$ cat config.mk
export PLATFORM = sky130hd
export DESIGN_NAME = pulse_stretcher
export DESIGN_NICKNAME = d
export VERILOG_FILES = /design/src/rtl/pulse_pkg.sv /design/src/rtl/down_counter.sv /design/src/rtl/pulse_stretcher.sv
export SDC_FILE = /design/constraint.sdc
export NUM_CORES = 1
export LEC_CHECK = 0
export BUFFER_PORTS_ARGS = -buffer_cell sky130_fd_sc_hd__buf_2
export CORE_UTILIZATION = 30
export CTS_BUF_LIST = sky130_fd_sc_hd__clkbuf_2 sky130_fd_sc_hd__clkbuf_4 sky130_fd_sc_hd__clkbuf_8
export CTS_CLUSTER_SIZE = 28
export DETAILED_ROUTE_END_ITERATION = 7
export PLACE_DENSITY_LB_ADDON = 0.2
export RECOVER_POWER = 25
export SLEW_MARGIN = 20
export SYNTH_ARGS = -nofsm -noshare
export SYNTH_HDL_FRONTEND = slang
export SYNTH_SLANG_ARGS = --single-unit
$ cat constraint.sdc
create_clock -name clk -period 5.3 [get_ports clk]
set_input_delay 0.795 -clock clk [delete_from_list [all_inputs] [get_ports clk]]
set_output_delay 0.795 -clock clk [all_outputs]
set_load 0.02 [all_outputs]
$ cat src/rtl/pulse_pkg.sv
// Shared types and default sizing for the pulse stretcher and its counter.
package pulse_pkg;

  typedef enum logic [1:0] {
    IDLE = 2'd0,
    HOLD = 2'd1,
    GAP  = 2'd2
  } state_t;

  localparam int CNT_W_DEF      = 8;
  localparam int GAP_CYCLES_DEF = 2;

endpackage

$ cat src/rtl/down_counter.sv
// Loadable down counter that saturates at zero; shared by the HOLD and GAP phases.
module down_counter #(
  parameter int W = 8
) (
  input  logic         clk,
  input  logic         rst,
  input  logic         load,
  input  logic [W-1:0] load_val,
  input  logic         en,
  output logic [W-1:0] count,
  output logic         zero
);

  assign zero = (count == '0);

  // NOTE: sequential state uses non-blocking assignments so every flop samples pre-edge values.
  always_ff @(posedge clk or posedge rst) begin
    if (rst)
      count <= '0;
    else if (load)
      count <= load_val;
    else if (en && !zero)
      count <= count - W'(1);
  end

endmodule

$ cat src/rtl/pulse_stretcher.sv
// Stretches a single-cycle trigger into a level of programmable length, with an
// optional retrigger mode, consumer early-termination and a forced low gap.
module pulse_stretcher
  import pulse_pkg::*;
#(
  parameter int CNT_W      = CNT_W_DEF,
  parameter int GAP_CYCLES = GAP_CYCLES_DEF,
  parameter int RETRIG     = 0
) (
  input  logic             clk,
  input  logic             rst,
  input  logic             pulse_in,
  input  logic [CNT_W-1:0] len_in,
  input  logic             ack_in,
  output logic             level_out,
  output logic             busy_out,
  output logic             dropped_out
);

  localparam bit               HAS_GAP  = (GAP_CYCLES > 0);
  localparam logic [CNT_W-1:0] GAP_LOAD = CNT_W'(GAP_CYCLES);
  localparam state_t           EXIT_ST  = HAS_GAP ? GAP : IDLE;

  state_t           state, state_nxt;
  logic             cnt_load, cnt_en, cnt_zero;
  logic [CNT_W-1:0] cnt_val, count, hold_len;
  logic             last, drop;
  logic             level_nxt, busy_nxt, dropped_nxt;

  // A zero length still produces a one-cycle level.
  assign hold_len = (len_in == '0) ? CNT_W'(1) : len_in;

  // The counter holds the cycles remaining including the current one.
  assign last = cnt_zero || (count == CNT_W'(1));

  down_counter #(.W(CNT_W)) u_cnt (
    .clk      (clk),
    .rst      (rst),
    .load     (cnt_load),
    .load_val (cnt_val),
    .en       (cnt_en),
    .count    (count),
    .zero     (cnt_zero)
  );

  always_ff @(posedge clk or posedge rst) begin
    if (rst)
      state <= IDLE;
    else
      state <= state_nxt;
  end

  // NOTE: every signal written here gets a default first so no latch is inferred.
  always_comb begin
    state_nxt = state;
    cnt_load  = 1'b0;
    cnt_val   = hold_len;
    cnt_en    = 1'b0;
    drop      = 1'b0;
    unique case (state)
      IDLE: begin
        if (pulse_in) begin
          state_nxt = HOLD;
          cnt_load  = 1'b1;
        end
      end
      HOLD: begin
        if (ack_in) begin
          state_nxt = EXIT_ST;
          cnt_load  = HAS_GAP;
          cnt_val   = GAP_LOAD;
          drop      = pulse_in;
        end else if (pulse_in && (RETRIG != 0 || (!HAS_GAP && last))) begin
          // Retrigger, or seamless back-to-back restart when there is no gap.
          cnt_load = 1'b1;
        end else begin
          drop = pulse_in;
          if (last) begin
            state_nxt = EXIT_ST;
            cnt_load  = HAS_GAP;
            cnt_val   = GAP_LOAD;
          end else begin
            cnt_en = 1'b1;
          end
        end
      end
      GAP: begin
        drop = pulse_in;
        if (last)
          state_nxt = IDLE;
        else
          cnt_en = 1'b1;
      end
      default: state_nxt = IDLE;
    endcase
  end

  // Outputs are decoded from the next state and registered.
  always_comb begin
    level_nxt   = (state_nxt == HOLD);
    busy_nxt    = (state_nxt != IDLE);
    dropped_nxt = drop;
  end

  always_ff @(posedge clk or posedge rst) begin
    if (rst) begin
      level_out   <= 1'b0;
      busy_out    <= 1'b0;
      dropped_out <= 1'b0;
    end else begin
      level_out   <= level_nxt;
      busy_out    <= busy_nxt;
      dropped_out <= dropped_nxt;
    end
  end

endmodule

==> impl_metrics.py, run 1 <==
metrics = {
    "clocking": {
        "cts_max_level": 1,
        "cts_resized": 0,
        "cts_tree": "yes",
        "cts_buffers": 3,
        "root_buffer": "clkbuf_4",
        "cts_sinks": 13,
        "insertion_delay_ns": 0.28,
        "clk_pin_slew_ns": 0.08,
        "postCtsSetupBuffers": 0,
        "hold_buffers": 0,
        "clk_path_buf_depth": 2,
    },
    "run": {
        "drv_cap": 0,
    },
    "sta": {
        "tightest_slew_ns": 0.709,
        "hold_ws_ns": 0.536,
        "fin_setup_tns_ns": 0,
        "drv_slew": 0,
        "hold_viol": 0,
        "max_freq_mhz": 440,
        "finalCritPeriodShare": 0.429,
        "relSlewSlack": 0.526,
        "min_period_ns": 2.27,
        "rsz0062_at_grt": "false",
        "finalSetupViolCount": 0,
        "skew_ns": 0.00675,
    },
    "drt": {
        "avgViaCountPerCell": 5.07,
        "antenna_left": 0,
        "vias": 699,
        "wl_per_cell_um": 13.0,
        "dr.first_iter.drc_count": 13,
        "dr.pass1.iters": 4,
        "route.detailed.drc": 0,
        "routed_wl_um": 1800,
    },
    "worst_setup_path": {
        "rrSetupSlack_ns": 3.03,
        "end_kind": "flip-flop",
        "crit_path_frequent_cell": "o21ai_0",
        "r2r_cells": 5,
        "path_cells": "nor4_2 > nor4b_4 > o21ai_0 > o21ai_0 > a21oi_1",
        "worstSetupPathType": "reg2reg",
        "critical_path.slowest_cell": "nor4b_4",
        "worst-path-max-fanout": 13,
        "critPathRequiredTime_ns": 5.44,
        "cp.arrival_ns": 2.41,
        "timing.rr.start": "u_cnt.count[3]",
        "slowest_delay_ns": 0.66,
        "r2r_end": "u_cnt.count[3]",
        "startpoint": "u_cnt.count[3]",
        "start_kind": "flip-flop",
    },
    "cells_and_area": {
        "diodes": 0,
        "seqCellArea_um2": 325,
        "drive_gt1_frac": 0.231,
        "final_core_util": 0.379,
        "num-fill-cells": 280,
        "multi_input_area_um2": 484,
        "syn2layout_area_growth_pct": 14.4,
        "fin_area_um2": 973,
        "layout.nets": 127,
        "instances_no_fill": 138,
    },
    "placement": {
        "portBuffers": 14,
        "hpwlAfterDp_um": 1360,
        "place.gp.congestion": 0.767,
        "placed_cells_incl_taps": 134,
        "place_area_um2": 943,
    },
    "global_routing": {
        "first_global_vias": 632,
        "grt_overflow": 0,
        "antenna_found_initial": 0,
        "track_usage": 0.128,
        "grt_max_degree": 18,
        "grt_pass1_wl_um": 2980,
    },
    "logic_synthesis": {
        "ys_warn_count": 0,
        "yosysSeqAreaShare": 0.382,
        "syn_area_per_cell_um2": 9.25,
        "synthesis.nets": 110,
        "synthCells": 92,
        "ys_ff_latch": 13,
        "synthDistinctLibCells": 32,
        "syn-cell-area_um2": 851,
    },
    "floorplan": {
        "die_area_um2": 3050,
        "die_h_um": 55.3,
        "num_rows": 18,
        "io_pins": 15,
        "die_w_um": 55.3,
        "initial_core_util": 0.331,
        "core_area_um2": 2570,
    },
    "pwr": {
        "power_density_nw_per_um2": 511,
        "p_leak_nw": 0.422,
        "peakVddDrop_v": 0.000247,
    },
    "status": {
        "status": "completed",
    },
    "worst_hold_path": {
        "hold_class": "in2async",
    },
}
## Yosys cell counts
library cell / number / area (um^2)
nor4_2: 1 / 12.5
nand2_1: 2 / 7.51
o21ai_1: 1 / 5.00
inv_1: 7 / 26.3
nand2b_1: 1 / 6.26
a2111oi_0: 1 / 8.76
nor2_1: 10 / 37.5
ha_1: 6 / 75.1
dfrtp_1: 13 / 325
nor3b_1: 1 / 7.51
o31ai_1: 2 / 15.0
nor3_1: 4 / 20.0
nand3_1: 1 / 5.00
xnor2_1: 6 / 52.6
nor4_1: 2 / 12.5
a211oi_2: 1 / 12.5
a21o_2: 1 / 8.76
a21oi_1: 8 / 40.0
or4_2: 1 / 8.76
nor2_2: 1 / 6.26
buf_6: 1 / 11.3
or4_1: 1 / 7.51
and2_1: 1 / 6.26
o21ai_0: 9 / 45.0
o21a_1: 1 / 7.51
a211oi_1: 1 / 7.51
or3_1: 2 / 12.5
nor4b_4: 1 / 23.8
o311a_2: 1 / 11.3
clkbuf_1: 1 / 3.75
nor2b_1: 2 / 12.5
a221oi_1: 1 / 8.76
## final cells by class
class | instances | share of cell area
well taps | 30 | 0.0386
flip-flops and latches | 13 | 0.334
clock buffers | 4 | 0.0308
inverters | 7 | 0.0270
repair buffers | 14 | 0.0720
multi-input cells | 70 | 0.497
## through the flow
| stage | total power [mW] | setup WS, ns |
|---|---|---|
| 3_5_place_dp | 0.433 | 3.02 |
| 4_1_cts | 0.503 | 3.00 |
| 3_3_place_gp | 0.432 | 3.00 |
| 5_1_grt | 0.540 | 2.82 |
| 2_1_floorplan | 0.375 | 3.52 |
| 6_report | 0.497 | 3.03 |
## worst max-delay path, delay by kind of cell (launching register included)
kind	cells	cell delay [ns]
AO/OA/AOI/OAI	3	0.66
flip-flops	1	0.43
AND/OR/NAND/NOR	2	1.04
## worst max path at each step
stage | cells after the start | end | slack [ns]
finish | 5 | u_cnt.count[3] | 3.03
global route | 5 | u_cnt.count[3] | 2.82
CTS | 5 | u_cnt.count[3] | 3.00
detailed placement | 5 | u_cnt.count[3] | 3.02
global placement | 5 | u_cnt.count[2] | 3.00
floorplan | 5 | u_cnt.count[4] | 3.52
## layer usage
layer / vias to the layer above / part of all wire / GRT usage
li1: 360 / - / -
met1: 323 / 0.52 / 0.173
met2: 12 / 0.42 / 0.177
met3: 4 / 0.026 / 0.0258
met4: 0 / 0.028 / 0.0964
met5: - / 0 / 0
## state kept, by name, summed over array words and instances (netlist names)
name and flops:
state 2, dropped_out 1, busy_out 1, level_out 1, u_cnt.count 8
## cells by family (layout without fill, tap and decap cells)
| family | Yosys count | after routing | share of synthesized area |
|---|---|---|---|
| buffers and inverters | 9 | 25 | 0.0485 |
| XOR/XNOR | 6 | 6 | 0.0618 |
| adder cells (fa/ha/maj) | 6 | 6 | 0.0882 |
| AND/OR/NAND/NOR | 31 | 31 | 0.219 |
| AO/OA/AOI/OAI | 27 | 27 | 0.200 |
| flip-flops | 13 | 13 | 0.382 |
## where the power goes
part / internal [mW] / switching, mW / total, mW
registers: 0.147 / 0.0514 / 0.198
clock network: 0.0343 / 0.0323 / 0.0666
logic: 0.102 / 0.131 / 0.232
## placed cells by master (no fill, tap or decap), types with 2 or more instances in the layout
| master | synthesis | final |
|---|---|---|
| clkbuf_4 | 0 | 4 |
| dfrtp_1 | 13 | 13 |
| nor3_1 | 4 | 4 |
| nor2_1 | 10 | 10 |
| inv_1 | 7 | 7 |
| buf_2 | 0 | 14 |
| nor4_1 | 2 | 2 |
| o31ai_1 | 2 | 2 |
| xnor2_1 | 6 | 6 |
| ha_1 | 6 | 6 |
| a21oi_1 | 8 | 8 |
| or3_1 | 2 | 2 |
| nor2b_1 | 2 | 2 |
| nand2_1 | 2 | 2 |
| o21ai_0 | 9 | 9 |
No activity file was read; power rests on OpenSTA's default activity.
==> inputs of run 2 (changes only) <==
==> constraint.sdc (replaced) <==
create_clock -name clk -period 2.4 [get_ports clk]
set_input_delay 0.36 -clock clk [delete_from_list [all_inputs] [get_ports clk]]
set_output_delay 0.36 -clock clk [all_outputs]
set_load 0.02 [all_outputs]
==> impl_metrics.py, run 2 (synthesized netlist as in run 1, its figures left out) <==
metrics = {
    "status": {
        "status": "completed",
    },
    "drt": {
        "route.detailed.drc": 0,
        "vias": 721,
        "antenna_left": 0,
        "routed_wl_um": 1800,
        "wl_per_cell_um": 12.9,
        "dr.pass1.iters": 4,
        "avgViaCountPerCell": 5.19,
        "dr.first_iter.drc_count": 4,
    },
    "cells_and_area": {
        "diodes": 0,
        "layout.nets": 128,
        "largest_register_ffs": 8,
        "syn2layout_area_growth_pct": 15.3,
        "final_cell_mix": "buf_2, dfrtp_1, nor2_1",
        "top_regs": "u_cnt.count: 8 flops, state: 2 flops",
        "num-fill-cells": 278,
        "top_register": "u_cnt.count",
        "final_common_cell": "buf_2",
        "drive_gt1_frac": 0.239,
    },
    "worst_setup_path": {
        "worstSetupPathType": "reg2reg",
        "start_kind": "flip-flop",
        "critPathRequiredTime_ns": 2.55,
        "worst-path-max-fanout": 12,
        "end_kind": "flip-flop",
        "cp.arrival_ns": 2.28,
    },
    "sta": {
        "tightest_slew_ns": 0.611,
        "finalSetupViolCount": 0,
        "hold_viol": 0,
        "relSlewSlack": 0.591,
        "max_freq_mhz": 468,
        "fin_setup_tns_ns": 0,
        "drv_slew": 0,
        "min_period_ns": 2.14,
        "finalCritPeriodShare": 0.890,
        "rsz0062_at_grt": "false",
        "skew_ns": 0.00297,
    },
    "global_routing": {
        "antenna_found_initial": 0,
        "grt_overflow": 0,
        "track_usage": 0.133,
        "grt_max_degree": 18,
        "first_global_vias": 680,
        "grt_pass1_wl_um": 3150,
    },
    "pwr": {
        "power_density_nw_per_um2": 1130,
        "p_sw_uw": 481,
        "p_seq_frac": 0.394,
        "p_leak_nw": 0.427,
        "switching_share": 0.434,
        "clkPwrFrac": 0.138,
        "fin_total_pwr_mw": 1.11,
        "peakVddDrop_v": 0.000421,
        "power_frac_comb": 0.469,
        "internal_power_uw": 629,
    },
    "floorplan": {
        "num_rows": 18,
        "io_pins": 15,
        "core_area_um2": 2570,
        "initial_core_util": 0.331,
        "die_area_um2": 3050,
        "die_h_um": 55.3,
        "die_w_um": 55.3,
    },
    "clocking": {
        "insertion_delay_ns": 0.28,
        "postCtsSetupBuffers": 0,
        "cts_tree": "yes",
        "cts_resized": 0,
        "cts_buffers": 3,
        "cts_sinks": 13,
        "root_buffer": "clkbuf_4",
        "clk_pin_slew_ns": 0.08,
        "hold_buffers": 0,
        "cts_max_level": 1,
        "clk_path_buf_depth": 2,
    },
    "placement": {
        "hpwlAfterDp_um": 1380,
        "place.gp.congestion": 0.781,
        "portBuffers": 14,
    },
    "run": {
        "drv_cap": 0,
    },
    "worst_hold_path": {
        "hold_class": "in2async",
    },
}
## run 2: changes by cell type in the layout (fill, tap and decap cells not counted)
cell and change:
buf_4 +1
## run 2: critical path, cell delays in order (launching register included)
cell	delay, ns
dfrtp_1	0.44
nor4_2	0.37
nor4b_4	0.58
o21ai_0	0.36
o21ai_0	0.18
a21oi_1	0.07
## run 2: final timing paths
path | start | end | slack (ns) | cells after the start
min reg2reg | u_cnt.count[6] | u_cnt.count[6] | 0.62 | 2
min in group clk | len_in[4] | u_cnt.count[4] | 0.36 | 3
min | rst | u_cnt.count[4] | 0.1 | 2
max | u_cnt.count[3] | u_cnt.count[2] | 0.26 | 5
max reg2reg | u_cnt.count[3] | u_cnt.count[2] | 0.26 | 5
max in group asynchronous | rst | u_cnt.count[0] | 1.95 | 2
## run 2: final cells by class
class	count	area, um^2	share of cell area
multi-input combinational	70	484	0.494
sequential	13	325	0.332
timing repair buffer	15	77.6	0.0791
tap	30	37.5	0.0383
clock buffer	4	30.0	0.0306
inverter	7	26.3	0.0268
## run 2: routing by layer
layer / global-route usage / share of wire
met1: 0.182 / 0.51
met2: 0.189 / 0.43
met3: 0.0258 / 0.028
met4: 0.0857 / 0.031
met5: 0 / 0
## run 2: power by group through the flow
| stage | sequential [mW] | clock (mW) | combinational [mW] |
|---|---|---|---|
| floorplan | 0.449 | 0 | 0.378 |
| global placement | 0.441 | 0 | 0.517 |
| detailed placement | 0.443 | 0 | 0.518 |
| CTS | 0.437 | 0.156 | 0.525 |
| global route | 0.457 | 0.164 | 0.590 |
| finish | 0.437 | 0.153 | 0.520 |
## run 2: through the flow
step                hold WS [ns]  std cells  utilization  worst slack [ns]  area, um^2
global placement           0.426        135        0.370             0.343         951
finish                    0.0956        139        0.382             0.263         981
global route               0.137        139        0.382            0.0106         981
detailed placement         0.424        135        0.370             0.280         951
floorplan                  0.237         92            -             0.661         851
CTS                        0.118        139        0.382             0.262         981
==> inputs of run 3 (changes only) <==
--- a/config.mk
+++ b/config.mk
@@ -10,6 +10,7 @@
 export CTS_BUF_LIST = sky130_fd_sc_hd__clkbuf_2 sky130_fd_sc_hd__clkbuf_4 sky130_fd_sc_hd__clkbuf_8
 export CTS_CLUSTER_SIZE = 28
 export DETAILED_ROUTE_END_ITERATION = 7
+export GPL_TIMING_DRIVEN = 0
 export PLACE_DENSITY_LB_ADDON = 0.2
 export RECOVER_POWER = 25
 export SLEW_MARGIN = 20
==> impl_metrics.py, run 3 (synthesized netlist as in run 1, its figures left out) <==
metrics = {
    "sta": {
        "min_period_ns": 2.20,
        "finalCritPeriodShare": 0.918,
        "fin_setup_tns_ns": 0,
        "rsz0062_at_grt": "false",
        "tightest_slew_ns": 0.699,
        "hold_viol": 0,
        "finalSetupViolCount": 0,
        "relSlewSlack": 0.529,
        "max_freq_mhz": 454,
        "skew_ns": 0.0176,
        "hold_ws_ns": 0.0918,
        "drv_slew": 0,
    },
    "floorplan": {
        "num_rows": 18,
        "die_h_um": 55.3,
        "die_area_um2": 3050,
        "die_w_um": 55.3,
        "initial_core_util": 0.331,
        "core_area_um2": 2570,
        "io_pins": 15,
    },
    "placement": {
        "portBuffers": 14,
        "place.gp.congestion": 0.735,
        "hpwlAfterDp_um": 1410,
        "place_area_um2": 958,
    },
    "drt": {
        "dr.first_iter.drc_count": 14,
        "dr.pass1.iters": 4,
        "avgViaCountPerCell": 5.14,
        "route.detailed.drc": 0,
        "antenna_left": 0,
        "vias": 720,
        "wl_per_cell_um": 13.1,
        "routed_wl_um": 1830,
    },
    "pwr": {
        "internal_power_uw": 629,
        "p_sw_uw": 475,
        "p_seq_frac": 0.396,
        "fin_total_pwr_mw": 1.10,
        "peakVddDrop_v": 0.000421,
        "power_density_nw_per_um2": 1120,
        "power_frac_comb": 0.469,
        "clkPwrFrac": 0.135,
        "p_leak_nw": 0.429,
        "switching_share": 0.430,
    },
    "worst_setup_path": {
        "cp-endpoint": "u_cnt.count[2]",
        "worstSetupPathType": "reg2reg",
        "r2r_end": "u_cnt.count[2]",
        "cp.arrival_ns": 2.41,
        "start_kind": "flip-flop",
        "startpoint": "u_cnt.count[0]",
        "timing.rr.start": "u_cnt.count[0]",
        "rrSetupSlack_ns": 0.20,
        "worst-path-max-fanout": 10,
        "critPathRequiredTime_ns": 2.61,
        "r2r_cells": 8,
        "end_kind": "flip-flop",
    },
    "clocking": {
        "hold_buffers": 0,
        "clk_pin_slew_ns": 0.09,
        "postCtsSetupBuffers": 0,
        "cts_sinks": 13,
        "clk_path_buf_depth": 2,
        "cts_buffers": 3,
        "cts_resized": 0,
        "cts_max_level": 1,
        "insertion_delay_ns": 0.28,
        "cts_tree": "yes",
        "root_buffer": "clkbuf_4",
    },
    "run": {
        "drv_cap": 0,
    },
    "worst_hold_path": {
        "hold_class": "in2async",
    },
    "cells_and_area": {
        "layout.nets": 129,
        "top_regs": "u_cnt.count: 8 flops, state: 2 flops",
        "largest_register_ffs": 8,
        "fin_area_um2": 988,
        "final_core_util": 0.385,
        "final_common_cell": "buf_2",
        "syn2layout_area_growth_pct": 16.2,
        "final_cell_mix": "buf_2, dfrtp_1, nor2_1",
        "top_register": "u_cnt.count",
        "diodes": 0,
        "drive_gt1_frac": 0.236,
    },
    "global_routing": {
        "first_global_vias": 653,
        "antenna_found_initial": 0,
        "gr-usage-met2": 0.188,
        "grtUsageMet1": 0.180,
        "grt_pass1_wl_um": 3080,
        "grt_overflow": 0,
        "grt_max_degree": 14,
        "busiest_layer": "met2",
        "grt_use_met3": 0.0234,
        "track_usage": 0.131,
    },
    "status": {
        "status": "completed",
    },
}
run 3: cell count changes in the layout (fill, tap and decap cells not counted), sizes merged:
cell    previous run  this run
clkbuf             4         5
run 3: layout make-up:
class	count	area, um^2
plain buffers	2	15.0
clock buffers	4	30.0
fillers	277	1580
inverters	7	26.3
multi-input cells	70	484
flip-flops and latches	13	325
well taps	30	37.5
repair buffers	14	70.1
run 3: metrics by stage:
| step | setup WS (ns) | instances |
|---|---|---|
| floorplan | 0.661 | 92 |
| global placement | 0.211 | 136 |
| detailed placement | 0.184 | 136 |
| CTS | 0.156 | 140 |
| global route | 0.0459 | 140 |
| finish | 0.197 | 140 |
run 3: worst min path at each step:
stage | startpoint | to | depth (start not counted)
after global placement | rst | level_out | 2
after detailed placement | rst | dropped_out | 2
final | rst | u_cnt.count[7] | 2
after global routing | rst | u_cnt.count[7] | 2
after floorplan | rst | busy_out | 1
after CTS | rst | u_cnt.count[7] | 2
run 3: worst max-delay path: stages (launching register included):
cell and delay [ns]:
dfrtp_1 0.43, inv_1 0.06, ha_1 0.22, nor2_1 0.24, nor4b_4 0.10, buf_6 0.16, o21ai_0 0.56, o21ai_0 0.20
a21oi_1 0.16
run 3: power by group through the flow:
stage / combinational (mW) / sequential [mW] / clock (mW)
floorplan: 0.378 / 0.449 / 0
global placement: 0.515 / 0.440 / 0
detailed placement: 0.524 / 0.440 / 0
CTS: 0.526 / 0.436 / 0.153
global route: 0.581 / 0.453 / 0.166
finish: 0.518 / 0.437 / 0.149
run 3: per-layer routing:
| layer | up-vias | part of all wire |
|---|---|---|
| li1 | 366 | - |
| met1 | 340 | 0.52 |
| met2 | 10 | 0.43 |
| met3 | 4 | 0.021 |
| met4 | 0 | 0.028 |
| met5 | - | 0 |
